===== src/rtl/stopwatch_display_scan.sv =====
// stopwatch_display_scan
//   Drives a 4-digit, common-anode, multiplexed 7-segment display from the
//   stopwatch BCD digits. The digits and the timeout flag are captured once
//   per scan frame, so a frame never mixes old and new digits. Each digit
//   slot starts with an anti-ghosting dead-time. The leading tens-of-seconds
//   zero can be blanked. The decimal point follows the seconds digit. The
//   whole display blinks while the captured timeout flag is set.
//
// Ports
//   clk_100mhz    system clock
//   rst_n         asynchronous active-low reset
//   time_sec_h    tens of seconds (BCD 0..5)
//   time_sec_l    seconds (BCD 0..9)
//   time_msec_h   tenths (BCD 0..9)
//   time_msec_l   hundredths (BCD 0..9)
//   time_out      timeout flag from the stopwatch
//   an            digit anodes, active low, an[0]=hundredths .. an[3]=tens of seconds
//   seg           segments {g,f,e,d,c,b,a}, active low
//   dp            decimal point, active low
//   frame_strobe  one-cycle pulse when a new digit snapshot is taken

module stopwatch_display_scan #(
  parameter int SCAN_DIV     = 100000,
  parameter int DEAD_CYCLES  = 100,
  parameter int BLINK_FRAMES = 125,
  parameter bit LZ_BLANK     = 1'b1
) (
  input  logic       clk_100mhz,
  input  logic       rst_n,
  input  logic [2:0] time_sec_h,
  input  logic [3:0] time_sec_l,
  input  logic [3:0] time_msec_h,
  input  logic [3:0] time_msec_l,
  input  logic       time_out,
  output logic [3:0] an,
  output logic [6:0] seg,
  output logic       dp,
  output logic       frame_strobe
);

  localparam int PW = (SCAN_DIV > 1) ? $clog2(SCAN_DIV) : 1;
  localparam int CW = (BLINK_FRAMES > 1) ? $clog2(BLINK_FRAMES) : 1;
  localparam logic [PW-1:0] PRE_LAST   = PW'(SCAN_DIV - 1);
  localparam logic [PW-1:0] DEAD_LIM   = PW'(DEAD_CYCLES);
  localparam logic [CW-1:0] BLINK_LAST = CW'(BLINK_FRAMES - 1);
  localparam logic [6:0]    SEG_DASH   = 7'b0111111;
  localparam logic [6:0]    SEG_OFF    = 7'b1111111;

  logic [PW-1:0] prescale_q, prescale_d;
  logic [1:0]    digitIdx_q, digitIdx_d;
  logic [2:0]    shadowSecH_q, shadowSecH_d;
  logic [3:0]    shadowSecL_q, shadowSecL_d;
  logic [3:0]    shadowMsecH_q, shadowMsecH_d;
  logic [3:0]    shadowMsecL_q, shadowMsecL_d;
  logic          shadowTimeOut_q, shadowTimeOut_d;
  logic [CW-1:0] blinkCnt_q, blinkCnt_d;
  logic          blinkPhase_q, blinkPhase_d;

  logic [3:0]    an_q, an_d;
  logic [6:0]    seg_q, seg_d;
  logic          dp_q, dp_d;
  logic          frameStrobe_q, frameStrobe_d;

  logic          tick;
  logic          snapshot;
  logic [3:0]    digitCode;

  // Plain BCD-to-segment lookup; anything above 9 shows a dash.
  function automatic logic [6:0] decodeDigit(input logic [3:0] d);
    case (d)
      4'd0:    decodeDigit = 7'b1000000;
      4'd1:    decodeDigit = 7'b1111001;
      4'd2:    decodeDigit = 7'b0100100;
      4'd3:    decodeDigit = 7'b0110000;
      4'd4:    decodeDigit = 7'b0011001;
      4'd5:    decodeDigit = 7'b0010010;
      4'd6:    decodeDigit = 7'b0000010;
      4'd7:    decodeDigit = 7'b1111000;
      4'd8:    decodeDigit = 7'b0000000;
      4'd9:    decodeDigit = 7'b0010000;
      default: decodeDigit = SEG_DASH;
    endcase
  endfunction

  assign tick     = (prescale_q == PRE_LAST);
  assign snapshot = tick && (digitIdx_q == 2'd3);

  // Scan timing, frame snapshot and blink bookkeeping. The snapshot is taken
  // on the tick that wraps the digit index back to 0, so a new frame always
  // starts with fresh shadow digits. The blink state is updated in the same
  // cycle, which lets a cleared timeout make that very frame visible.
  always_comb begin
    prescale_d      = prescale_q + 1'b1;
    digitIdx_d      = digitIdx_q;
    shadowSecH_d    = shadowSecH_q;
    shadowSecL_d    = shadowSecL_q;
    shadowMsecH_d   = shadowMsecH_q;
    shadowMsecL_d   = shadowMsecL_q;
    shadowTimeOut_d = shadowTimeOut_q;
    blinkCnt_d      = blinkCnt_q;
    blinkPhase_d    = blinkPhase_q;

    if (tick) begin
      prescale_d = '0;
      digitIdx_d = digitIdx_q + 2'd1;
    end

    if (snapshot) begin
      shadowSecH_d    = time_sec_h;
      shadowSecL_d    = time_sec_l;
      shadowMsecH_d   = time_msec_h;
      shadowMsecL_d   = time_msec_l;
      shadowTimeOut_d = time_out;
      if (time_out) begin
        if (blinkCnt_q == BLINK_LAST) begin
          blinkCnt_d   = '0;
          blinkPhase_d = ~blinkPhase_q;
        end else begin
          blinkCnt_d = blinkCnt_q + 1'b1;
        end
      end else begin
        blinkCnt_d   = '0;
        blinkPhase_d = 1'b0;
      end
    end
  end

  // Output image for the current slot. seg and dp already show the new digit
  // during dead-time; only the anodes are held off then and during the dark
  // blink phase.
  always_comb begin
    an_d          = 4'b1111;
    seg_d         = SEG_OFF;
    dp_d          = 1'b1;
    frameStrobe_d = snapshot;
    digitCode     = shadowMsecL_q;

    case (digitIdx_q)
      2'd0:    digitCode = shadowMsecL_q;
      2'd1:    digitCode = shadowMsecH_q;
      2'd2:    digitCode = shadowSecL_q;
      default: digitCode = {1'b0, shadowSecH_q};
    endcase

    if (!blinkPhase_q && !(prescale_q < DEAD_LIM)) begin
      an_d = ~(4'b0001 << digitIdx_q);
    end

    seg_d = decodeDigit(digitCode);
    if (digitIdx_q == 2'd3) begin
      if (LZ_BLANK && (shadowSecH_q == 3'd0)) begin
        seg_d = SEG_OFF;
      end else if (shadowSecH_q > 3'd5) begin
        seg_d = SEG_DASH;
      end
    end

    dp_d = (digitIdx_q != 2'd2);
  end

  // Scan and snapshot state.
  always_ff @(posedge clk_100mhz or negedge rst_n) begin
    if (!rst_n) begin
      prescale_q      <= '0;
      digitIdx_q      <= 2'd0;
      shadowSecH_q    <= 3'd0;
      shadowSecL_q    <= 4'd0;
      shadowMsecH_q   <= 4'd0;
      shadowMsecL_q   <= 4'd0;
      shadowTimeOut_q <= 1'b0;
      blinkCnt_q      <= '0;
      blinkPhase_q    <= 1'b0;
    end else begin
      prescale_q      <= prescale_d;
      digitIdx_q      <= digitIdx_d;
      shadowSecH_q    <= shadowSecH_d;
      shadowSecL_q    <= shadowSecL_d;
      shadowMsecH_q   <= shadowMsecH_d;
      shadowMsecL_q   <= shadowMsecL_d;
      shadowTimeOut_q <= shadowTimeOut_d;
      blinkCnt_q      <= blinkCnt_d;
      blinkPhase_q    <= blinkPhase_d;
    end
  end

  // Registered pin drivers; reset forces the display dark immediately.
  always_ff @(posedge clk_100mhz or negedge rst_n) begin
    if (!rst_n) begin
      an_q          <= 4'b1111;
      seg_q         <= SEG_OFF;
      dp_q          <= 1'b1;
      frameStrobe_q <= 1'b0;
    end else begin
      an_q          <= an_d;
      seg_q         <= seg_d;
      dp_q          <= dp_d;
      frameStrobe_q <= frameStrobe_d;
    end
  end

  assign an           = an_q;
  assign seg          = seg_q;
  assign dp           = dp_q;
  assign frame_strobe = frameStrobe_q;

endmodule


===== config.mk =====
export PLATFORM = sky130hd
export DESIGN_NAME = stopwatch_display_scan
export DESIGN_NICKNAME = d
export VERILOG_FILES = /design/src/rtl/stopwatch_display_scan.sv
export SDC_FILE = /design/constraint.sdc
export NUM_CORES = 1
export LEC_CHECK = 0
export ABC_AREA = 1
export ABC_CLOCK_PERIOD_IN_PS = 2800
export BUFFER_PORTS_ARGS = -buffer_cell sky130_fd_sc_hd__buf_2
export CAP_MARGIN = 10
export CORE_ASPECT_RATIO = 1.75
export CORE_MARGIN = 2
export CORE_UTILIZATION = 63
export CTS_CLUSTER_DIAMETER = 60
export CTS_CLUSTER_SIZE = 14
export DETAILED_ROUTE_END_ITERATION = 12
export PLACE_DENSITY_LB_ADDON = 0.05
export SYNTH_ARGS = -nofsm -noshare
export SYNTH_HDL_FRONTEND = slang
export SYNTH_SLANG_ARGS = --single-unit

===== constraint.sdc =====
create_clock -name clk_100mhz -period 2.8 [get_ports clk_100mhz]
set_clock_uncertainty 0.05 [all_clocks]
set_input_delay 0.14 -clock clk_100mhz [delete_from_list [all_inputs] [get_ports clk_100mhz]]
set_output_delay 0.14 -clock clk_100mhz [all_outputs]
set_load 0.05 [all_outputs]

==> impl_metrics.env, run 1 <==
export IMPL_slew_viol_final=0
export IMPL_async_flop_share_pct=100.0
export IMPL_worstHoldPathType="input port to flop"
export IMPL_finalSetupTns_ns=0
export IMPL_dr_total_vias=2609
export IMPL_postSynthCellCount=392
export IMPL_slowest_stage="dfrtp_1"
export IMPL_ys_seq_elements=55
export IMPL_insertion_delay_ns=0.31
export IMPL_worstSetupEndpointType="flop"
export IMPL_critPathMostFrequentCell="nand2_1"
export IMPL_initial_core_util_pct=64.75
export IMPL_ys_seq_area_share_pct=46.47
export IMPL_crit_required_ns=3.00
export IMPL_grt_pass1_wl_microns=11200
export IMPL_grt_use_total_pct=26.78
export IMPL_p_leak_nw=1.785
export IMPL_synth_edff_count=0
export IMPL_drt_first_pass_iters=4
export IMPL_via_per_inst=5.260
export IMPL_power_frac_seq_pct=61.6
export IMPL_layout_common_cells="136 x nand2_1, 49 x nor2_1, 47 x inv_1, 43 x dfrtp_1, 30 x buf_2"
export IMPL_synth_top_area_share_pct=35.94
export IMPL_critical_path_class="flop to flop"
export IMPL_finalCritPeriodShare_pct=68.73
export IMPL_cts_max_path_buffers=2
export IMPL_cpLargestDelayFamily="adder cells"
export IMPL_cts_sink_count=55
export IMPL_dp_hpwl_microns=4570
export IMPL_drtIter0Drc=125
export IMPL_cts_made_buffers=5
export IMPL_status="completed"
export IMPL_nNetsFinal=472
export IMPL_worstPathArrival_ns=2.13
export IMPL_synthDistinctLibCells=25
export IMPL_power_frac_clock_pct=34.5
export IMPL_cp_start_kind="flop"
export IMPL_power_density_nw_per_um2=375.2
export IMPL_avgSynthCellArea_sq_um=7.638
export IMPL_synth_largest_area_cell="dfrtp_1"
export IMPL_wl_per_cell_microns=12.75
export IMPL_postRouteAntennaNets=0
export IMPL_max_slew_worst_pin_slew_ns=0.6762
export IMPL_layout_commonest_cell="nand2_1"
export IMPL_placedCellCount=472
export IMPL_rsz0062_at_grt="false"
export IMPL_clk_pin_slew_worst_paths_ns=0.10
export IMPL_fin_cells=496
export IMPL_core_area_sq_um=4624
export IMPL_dieArea_sq_um=5341
export IMPL_ff_latch_area_sq_um=1391
export IMPL_path_max_fanout=6
export IMPL_cts_root_buf="clkbuf_8"
export IMPL_p_sw_mw=0.2901
export IMPL_netSwitchingFraction_pct=22.49
export IMPL_synth_area_leaders="dfrtp_1 36%, nand2_1 17%, dfstp_2 11%"
export IMPL_diodes=0
export IMPL_die_height_microns=95.20
export IMPL_slowest_delay_ns=0.41
export IMPL_nFillCells=380
export IMPL_max_freq_mhz=519.6
export IMPL_grt_max_degree=56
export IMPL_antenna_found_initial=0
export IMPL_h_tree_depth=2
export IMPL_internal_power_mw=1.000
export IMPL_io_pins=31
export IMPL_rows=33
export IMPL_cp_cell_sequence="inv_1 > ha_1 > nand2_1 > nand2_1 > o21bai_1 > ha_1 > inv_1 > nand2_1 > nand2_1 > nand2_1 > nand2_1"
export IMPL_grt_pass1_vias=2642
export IMPL_ir_drop_v=0.0004165
export IMPL_numPortBuffers=30
export IMPL_crit_buf_inv=2
export IMPL_maxSlewHeadroom_pct=54.92
export IMPL_multi_input_area_sq_um=1380
export IMPL_place_congestion=0.9255
export IMPL_drv_cap=0
export IMPL_synth_area_sq_um=2994
export IMPL_grt_ovfl_total=0
export IMPL_hold_viol=0
export IMPL_drc=0
export IMPL_setup_viol=0
export IMPL_yosys_warnings=0
export IMPL_die_w_microns=56.11
export IMPL_period_needed_ns=1.925
export IMPL_syn_nets=421
export IMPL_syn_to_final_growth_pct=14.84
export IMPL_drive_gt1_share_pct=15.99
export IMPL_drt_total_wl_microns=6326
export IMPL_synthFlopType="dfrtp_1"
export IMPL_cts_tree="built"
export IMPL_p_comb_share_pct=3.9
-- cell usage after synthesis (2+ instances only) --
library cell / number
a21oi_1: 6
buf_2: 2
dfrtp_1: 43
dfstp_2: 12
ha_1: 11
inv_1: 47
inv_2: 2
nand2_1: 136
nand2_2: 12
nand3_1: 20
nand4_1: 11
nor2_1: 49
nor2_4: 2
nor3_1: 6
o21ai_0: 14
o21bai_1: 3
xor2_1: 8
-- state kept, by name, indices dropped and copies added, names as in the netlist --
name           cells
prescale_q        17
blinkCnt_q         7
seg                7
an                 4
shadowMsecH_q      4
shadowMsecL_q      4
shadowSecL_q       4
shadowSecH_q       3
digitIdx_q         2
blinkPhase_q       1
dp                 1
frame_strobe       1
-- per-stage QoR --
stage / util, % / setup slack, ns / hold slack (ns) / instance area [sq um] / total power, mW
6_report: 74.35 / 0.8754 / 0.1178 / 3438 / 1.290
5_1_grt: 74.35 / 0.6221 / 0.1322 / 3438 / 1.337
4_1_cts: 74.35 / 0.8955 / 0.1148 / 3438 / 1.302
3_5_place_dp: 68.91 / 0.9033 / 0.2595 / 3187 / 0.8438
3_3_place_gp: 68.91 / 0.9627 / 0.2492 / 3187 / 0.8429
2_1_floorplan: - / 1.122 / -0.2056 / 2994 / 0.8132
-- cells by family (layout without fill, tap and decap cells) --
| family | after synthesis | after routing | synth area share (%) |
|---|---|---|---|
| buf+inv | 53 | 105 | 7.439 |
| fa+ha+maj | 11 | 11 | 4.597 |
| simple gates | 241 | 241 | 34.81 |
| xor+xnor | 8 | 8 | 2.340 |
| flops | 55 | 55 | 46.47 |
| compound gates | 24 | 24 | 4.346 |
-- repair_timing --
item,4_1_cts,5_1_grt
hold endpoints to repair,58,0
hold buffers,16,0
setup buffers,0,0
endpoints found under the setup margin,0,0
resized for setup,0,0
-- path summary, 6_finish.rpt --
kind	start	endpoint	slack, ns	depth (start not counted)
setup reg to reg	digitIdx_q[0]$_DFFE_PN0N_	seg[3]$_DFF_PN1_	0.88	11
min in group asynchronous	rst_n	prescale_q[3]$_DFF_PN0_	0.43	3
hold / removal	time_out	blinkCnt_q[1]$_DFFE_PN0P_	0.12	3
setup / recovery	digitIdx_q[0]$_DFFE_PN0N_	seg[3]$_DFF_PN1_	0.88	11
hold reg to reg	prescale_q[0]$_DFF_PN0_	prescale_q[0]$_DFF_PN0_	0.42	1
max in group asynchronous	rst_n	prescale_q[15]$_DFF_PN0_	1.82	3
-- power by group through the flow --
stage / logic [mW] / registers, mW / clock network (mW)
2_1_floorplan: 0.00345 / 0.810 / 0
3_3_place_gp: 0.0333 / 0.810 / 0
3_5_place_dp: 0.0342 / 0.810 / 0
4_1_cts: 0.0510 / 0.795 / 0.456
5_1_grt: 0.0573 / 0.795 / 0.485
6_report: 0.0508 / 0.795 / 0.445
-- layout make-up --
type	count	area share [%]
inverter	50	5.604
clock inverter	3	0.6550
multi-input combinational	284	40.14
tap	52	1.892
timing repair buffer	47	9.243
clock buffer	5	2.001
sequential	55	40.47
-- tightest hold or removal path: cells and delay by family --
family / cells / cell delay, ns
buffers and inverters: 1 / 0.15
AND/OR/NAND/NOR: 1 / 0.07
AO/OA/AOI/OAI: 1 / 0.07
-- metal layers --
layer  wire length [microns]  track usage [%]
met5                       0                0
met4                     281            15.48
met3                     126            3.256
met2                    3540            50.88
met1                    2378            27.74
Power figures use the tool's default switching activity.
==> inputs of run 2 (changes only) <==
ABC_AREA = 0   (was 1)
ABC_CLOCK_PERIOD_IN_PS = 1900   (was 2800)
CORE_UTILIZATION = 57   (was 63)
clock period = 1.9 ns   (was 2.8 ns; I/O delays follow)
==> run 2 against run 1 <==
  * The flow now finishes with violations (negative setup slack)
  * Core utilization up 2.9 points
  * Global-route usage decreased by 3.2 points
  * Register-to-register slack got worse by 0.94 ns
  * Worst hold slack gained 0.14 ns
  * Count of clock-buffer cells in the layout rose by 2
  * Synthesized cell count shrank 40%
  * Power is 69% higher
  * Combinational power grew to 4.0 times the previous value
  * Via count down 22%
  * Highest routed layer unchanged
==> impl_metrics.env, run 2 <==
export IMPL_insertion_delay_ns=0.31
export IMPL_critical_path_class="flop to flop"
export IMPL_synth_area_sq_um=2610
export IMPL_drt_first_pass_iters=4
export IMPL_cts_sink_count=55
export IMPL_via_per_inst=5.468
export IMPL_period_needed_ns=1.966
export IMPL_grt_pass1_vias=2085
export IMPL_clk_pin_slew_worst_paths_ns=0.09
export IMPL_synthFlopType="dfrtp_1"
export IMPL_status="finished, violations left"
export IMPL_synth_top_area_share_pct=41.23
export IMPL_dieArea_sq_um=5157
export IMPL_slowest_stage="dfrtp_1"
export IMPL_drt_total_wl_microns=5225
export IMPL_layout_commonest_cell="dfrtp_1"
export IMPL_cts_max_path_buffers=2
export IMPL_h_tree_depth=2
export IMPL_antenna_found_initial=0
export IMPL_grt_pass1_wl_microns=8825
export IMPL_path_max_fanout=4
export IMPL_hold_viol=0
export IMPL_dp_hpwl_microns=3808
export IMPL_grt_ovfl_total=0
export IMPL_crit_required_ns=2.09
export IMPL_synthDistinctLibCells=45
export IMPL_syn_to_final_growth_pct=30.35
export IMPL_worstHoldPathType="input port to asynchronous set/reset pin"
export IMPL_die_height_microns=93.52
export IMPL_slowest_delay_ns=0.43
export IMPL_ff_latch_area_sq_um=1391
export IMPL_worstSetupEndpointType="flop"
export IMPL_syn_nets=266
export IMPL_setup_slack_ns=-0.06581
export IMPL_initial_core_util_pct=59.26
export IMPL_fin_util_pct=77.24
export IMPL_nFillCells=325
export IMPL_core_area_sq_um=4404
export IMPL_drtIter0Drc=27
export IMPL_drive_gt1_share_pct=34.27
export IMPL_multi_input_area_sq_um=1207
export IMPL_cts_tree="built"
export IMPL_finalCritPeriodShare_pct=103.5
export IMPL_postSynthCellCount=237
export IMPL_power_density_nw_per_um2=641.8
export IMPL_cp_cell_sequence="inv_2 > ha_2 > a222oi_1 > mux2i_1 > or2_1 > buf_4 > a22oi_1 > nand2_1"
export IMPL_drv_cap=0
export IMPL_async_flop_share_pct=100.0
export IMPL_setup_viol=6
export IMPL_avgSynthCellArea_sq_um=11.01
export IMPL_maxSlewHeadroom_pct=67.86
export IMPL_synth_area_leaders="dfrtp_1 41%, dfstp_2 12%, ha_1 5.3%"
export IMPL_cp_start_kind="flop"
export IMPL_postRouteAntennaNets=0
export IMPL_reg2reg_depth=8
export IMPL_synth_edff_count=0
export IMPL_ys_seq_elements=55
export IMPL_p_leak_nw=1.580
export IMPL_violations="negative setup slack"
export IMPL_finalSetupTns_ns=-0.1132
export IMPL_largest_reg_flops=17
export IMPL_max_slew_worst_pin_slew_ns=0.4781
export IMPL_reg2reg_from="digitIdx_q[1]$_DFFE_PN0N_"
export IMPL_die_w_microns=55.15
export IMPL_timing_rr_end="seg[2]$_DFF_PN1_"
export IMPL_io_pins=31
export IMPL_place_congestion=0.8441
export IMPL_cts_made_buffers=5
export IMPL_numPortBuffers=30
export IMPL_diodes=0
export IMPL_yosysMostFrequentCell="dfrtp_1"
export IMPL_regMostFlops="prescale_q"
export IMPL_crit_buf_inv=2
export IMPL_rsz0062_at_grt="true"
export IMPL_slew_viol_final=0
export IMPL_drc=0
export IMPL_postPlaceCellArea_sq_um=3069
export IMPL_layout_common_cells="43 x dfrtp_1, 32 x buf_4, 30 x buf_2, 26 x nand2_1"
export IMPL_design_area_sq_um=3402
export IMPL_max_freq_mhz=508.7
export IMPL_nNetsFinal=349
export IMPL_cts_root_buf="clkbuf_8"
export IMPL_preCtsSetupSlack_ns=-0.09156
export IMPL_dr_total_vias=2034
export IMPL_synth_common_cells="43 x dfrtp_1, 26 x nand2_1, 18 x nor2_1"
export IMPL_cpLargestDelayFamily="compound AO/OA/AOI/OAI gates"
export IMPL_wl_per_cell_microns=14.05
export IMPL_rows=32
export IMPL_rrSetupSlack_ns=-0.07
export IMPL_worstPathArrival_ns=2.15
export IMPL_grt_use_total_pct=23.60
export IMPL_ys_seq_area_share_pct=53.31
export IMPL_grt_max_degree=56
export IMPL_yosys_warnings=0
export IMPL_holdWs_ns=0.2576
export IMPL_ir_drop_v=0.0008387
export IMPL_synth_largest_area_cell="dfrtp_1"
==> run 2: per-stage QoR <==
stage	power [mW]	instances
floorplan	1.340	237
finish	2.183	372
CTS	2.206	370
detailed placement	1.420	345
global placement	1.417	345
global route	2.274	372
==> run 2: logic make-up after synthesis <==
| group | count (synthesis) | synth area share, % |
|---|---|---|
| mux | 18 | 7.670 |
| compound gates | 36 | 9.252 |
| buf+inv | 16 | 2.445 |
| xor+xnor | 14 | 4.698 |
| flops | 55 | 53.31 |
| fa+ha+maj | 11 | 5.273 |
| simple gates | 87 | 17.35 |
==> run 2: repair_timing <==
item	4_1_cts	5_1_grt
setup endpoints to repair	17	18
gates resized for setup	7	4
pin swaps	4	3
hold endpoints to repair	71	0
buffers inserted	0	2
hold buffers	17	0
==> run 2: layout make-up <==
type                            count  area share (%)
Tap cell                           51           1.876
Clock buffer                        7           2.243
Sequential cell                    55           40.90
Inverter                           11           1.214
Multi-Input combinational cell    166           35.49
Clock inverter                      1          0.8827
Timing Repair Buffer               81           17.40
==> run 2: worst reg2reg max path, cell delays in order (launching register included) <==
cell,delay (ns)
dfrtp_1,0.43
inv_2,0.07
ha_2,0.19
a222oi_1,0.30
mux2i_1,0.14
or2_1,0.30
buf_4,0.16
a22oi_1,0.19
nand2_1,0.08
==> run 2: worst max path at each step <==
| stage | start | to | slack (ns) | cells past startpoint |
|---|---|---|---|---|
| final | digitIdx_q[1]$_DFFE_PN0N_ | seg[2]$_DFF_PN1_ | -0.07 | 8 |
| after global routing | digitIdx_q[1]$_DFFE_PN0N_ | seg[2]$_DFF_PN1_ | -0.19 | 8 |
| after floorplan | digitIdx_q[0]$_DFFE_PN0N_ | seg[0]$_DFF_PN1_ | -0.1 | 7 |
| after detailed placement | digitIdx_q[1]$_DFFE_PN0N_ | seg[0]$_DFF_PN1_ | -0.09 | 7 |
| after global placement | digitIdx_q[0]$_DFFE_PN0N_ | seg[3]$_DFF_PN1_ | -0.04 | 9 |
| after CTS | digitIdx_q[1]$_DFFE_PN0N_ | seg[2]$_DFF_PN1_ | -0.05 | 8 |
==> run 2: where the power goes <==
part	leakage (nW)	internal, mW	switching (mW)
logic	0.860	0.0877	0.117
registers	0.667	1.21	0.0144
clock network	0.0524	0.395	0.363
total	1.58	1.69	0.494
==> run 2: layer usage <==
layer  wire length [microns]  GRT usage, %
met1                    2123         26.11
met5                       0             0
met4                      78         9.146
met3                     151         4.633
met2                    2871         41.96
==> inputs of run 3 (changes only) <==
CTS_CLUSTER_SIZE = 30   (was 14)
RECOVER_POWER = 50   (was not set)
==> run 3 against run 2 <==
  * The run still ends with negative setup slack left
  * Die area did not move
  * Cell area fell by 0.44%
  * Sequential cell count did not move
  * Global-route usage did not move
  * Register-to-register slack barely moved
  * Count of clock-buffer cells in the layout did not move
  * Critical path depth did not move
  * Sequential share of layout area rose by 0.18 points
  * Largest power group unchanged
==> impl_metrics.env, run 3 (synthesized netlist as in run 2, its figures left out) <==
export IMPL_holdWs_ns=0.4500
export IMPL_setup_viol=6
export IMPL_io_pins=31
export IMPL_grt_ovfl_total=0
export IMPL_drv_cap=0
export IMPL_insertion_delay_ns=0.31
export IMPL_slowest_delay_ns=0.43
export IMPL_timing_rr_end="seg[2]$_DFF_PN1_"
export IMPL_status="finished, violations left"
export IMPL_cts_max_path_buffers=2
export IMPL_critPathCapture="seg[2]$_DFF_PN1_"
export IMPL_preCtsSetupSlack_ns=-0.09156
export IMPL_finalSetupTns_ns=-0.1130
export IMPL_met1_usage_pct=26.11
export IMPL_max_freq_mhz=508.7
export IMPL_worstPathArrival_ns=2.15
export IMPL_grt_use_met2_pct=41.96
export IMPL_rsz0062_at_grt="true"
export IMPL_crit_required_ns=2.09
export IMPL_grt_pass1_wl_microns=8825
export IMPL_power_density_nw_per_um2=643.3
export IMPL_slew_viol_final=0
export IMPL_setup_slack_ns=-0.06569
export IMPL_drc=0
export IMPL_max_slew_worst_pin_slew_ns=1.299
export IMPL_worstHoldPathType="flop to flop"
export IMPL_path_max_fanout=4
export IMPL_globalRouteMet3Util_pct=4.633
export IMPL_drtIter0Drc=27
export IMPL_period_needed_ns=1.966
export IMPL_finalCritPeriodShare_pct=103.5
export IMPL_dr_total_vias=2033
export IMPL_worstSetupEndpointType="flop"
export IMPL_clk_pin_slew_worst_paths_ns=0.09
export IMPL_antenna_found_initial=0
export IMPL_drt_first_pass_iters=4
export IMPL_cp_startpoint="digitIdx_q[1]$_DFFE_PN0N_"
export IMPL_grt_pass1_vias=2085
export IMPL_reg2reg_depth=8
export IMPL_initial_core_util_pct=59.26
export IMPL_cts_root_buf="clkbuf_8"
export IMPL_die_height_microns=93.52
export IMPL_violations="negative setup slack"
export IMPL_die_w_microns=55.15
export IMPL_core_area_sq_um=4404
export IMPL_drive_gt1_share_pct=34.27
export IMPL_cts_tree="built"
export IMPL_numPortBuffers=30
export IMPL_grt_use_total_pct=23.60
export IMPL_hold_viol=0
export IMPL_dp_hpwl_microns=3808
export IMPL_via_per_inst=5.465
export IMPL_gr_max_usage_layer="met2"
export IMPL_p_leak_nw=1.575
export IMPL_postRouteAntennaNets=0
export IMPL_placedCellCount=345
export IMPL_rrSetupSlack_ns=-0.07
export IMPL_maxSlewHeadroom_pct=13.38
export IMPL_cts_made_buffers=5
export IMPL_slowest_stage="dfrtp_1"
export IMPL_cp_start_kind="flop"
export IMPL_wl_per_cell_microns=14.06
export IMPL_ir_drop_v=0.0008392
export IMPL_drt_total_wl_microns=5230
export IMPL_reg2reg_from="digitIdx_q[1]$_DFFE_PN0N_"
export IMPL_largest_reg_flops=17
export IMPL_fin_util_pct=76.90
export IMPL_regMostFlops="prescale_q"
export IMPL_critical_path_class="flop to flop"
export IMPL_layout_common_cells="43 x dfrtp_1, 32 x buf_4, 30 x buf_2, 26 x nand2_1"
export IMPL_syn_to_final_growth_pct=29.77
export IMPL_h_tree_depth=2
export IMPL_fin_cells=372
export IMPL_nNetsFinal=349
export IMPL_layout_commonest_cell="dfrtp_1"
export IMPL_place_congestion=0.8441
export IMPL_cp_cell_sequence="inv_2 > ha_2 > a222oi_1 > mux2i_1 > or2_1 > buf_4 > a22oi_1 > nand2_1"
export IMPL_cts_sink_count=55
export IMPL_diodes=0
export IMPL_grt_max_degree=56
export IMPL_dieArea_sq_um=5157
export IMPL_rows=32
## run 3: changes by cell type in the layout (fill, tap and decap cells not counted), sizes merged
cell    change
buf         -1
clkbuf      +1
## run 3: routing by layer
layer	share of wire (%)	wire length, microns	vias to the layer above
li1	-	-	996
met1	41	2130	997
met2	55	2873	34
met3	2.8	148	6
met4	1.5	78	0
met5	0	0	-
## run 3: worst max-delay path, delay by kind of cell (launching register included)
family,cells,cell delay (ns)
muxes,1,0.14
buffers and inverters,2,0.23
adders and majority gates,1,0.19
and+or+nand+nor,2,0.37
DFF,1,0.43
AOI/OAI and AO/OA,2,0.48
## run 3: repair_timing
action	4_1_cts	5_1_grt
pin swaps	4	3
gates resized for setup	7	4
endpoints found under the hold margin	71	0
buffers inserted	0	2
hold buffers	17	0
endpoints found under the setup margin	17	18
## run 3: stage by stage
step                power, mW  area [sq um]
floorplan               1.340          2625
global placement        1.417          3069
detailed placement      1.420          3069
CTS                     2.206          3376
global route            2.269          3387
finish                  2.179          3387
## run 3: worst min-delay path by stage
stage,cells past startpoint,slack [ns],end,from
final,1,0.45,shadowMsecH_q[3]$_DFFE_PN0P_,shadowMsecH_q[3]$_DFFE_PN0P_
after global routing,1,0.46,blinkCnt_q[5]$_DFFE_PN0P_,blinkCnt_q[5]$_DFFE_PN0P_
after CTS,3,0.26,shadowSecH_q[0]$_DFFE_PN0P_,rst_n
after detailed placement,2,0.06,shadowSecH_q[1]$_DFFE_PN0P_,rst_n
after global placement,2,0.06,shadowSecH_q[1]$_DFFE_PN0P_,rst_n
after floorplan,0,-0.25,blinkCnt_q[0]$_DFFE_PN0P_,rst_n
## run 3: final cells by class
| cell class | count | area, sq um |
|---|---|---|
| flip-flops and latches | 55 | 1391 |
| inverters | 11 | 41.29 |
| fillers | 327 | 1017 |
| clock inverters | 1 | 30.03 |
| well taps | 51 | 63.81 |
| repair buffers | 81 | 576.8 |
| clock buffers | 7 | 76.32 |
| multi-input cells | 166 | 1207 |
## run 3: report_power, final
group / switching [mW] / leakage, nW / total, mW / internal (mW)
Combinational: 0.116 / 0.855 / 0.200 / 0.0839
Clock: 0.363 / 0.0524 / 0.757 / 0.395
Sequential: 0.0144 / 0.667 / 1.22 / 1.21
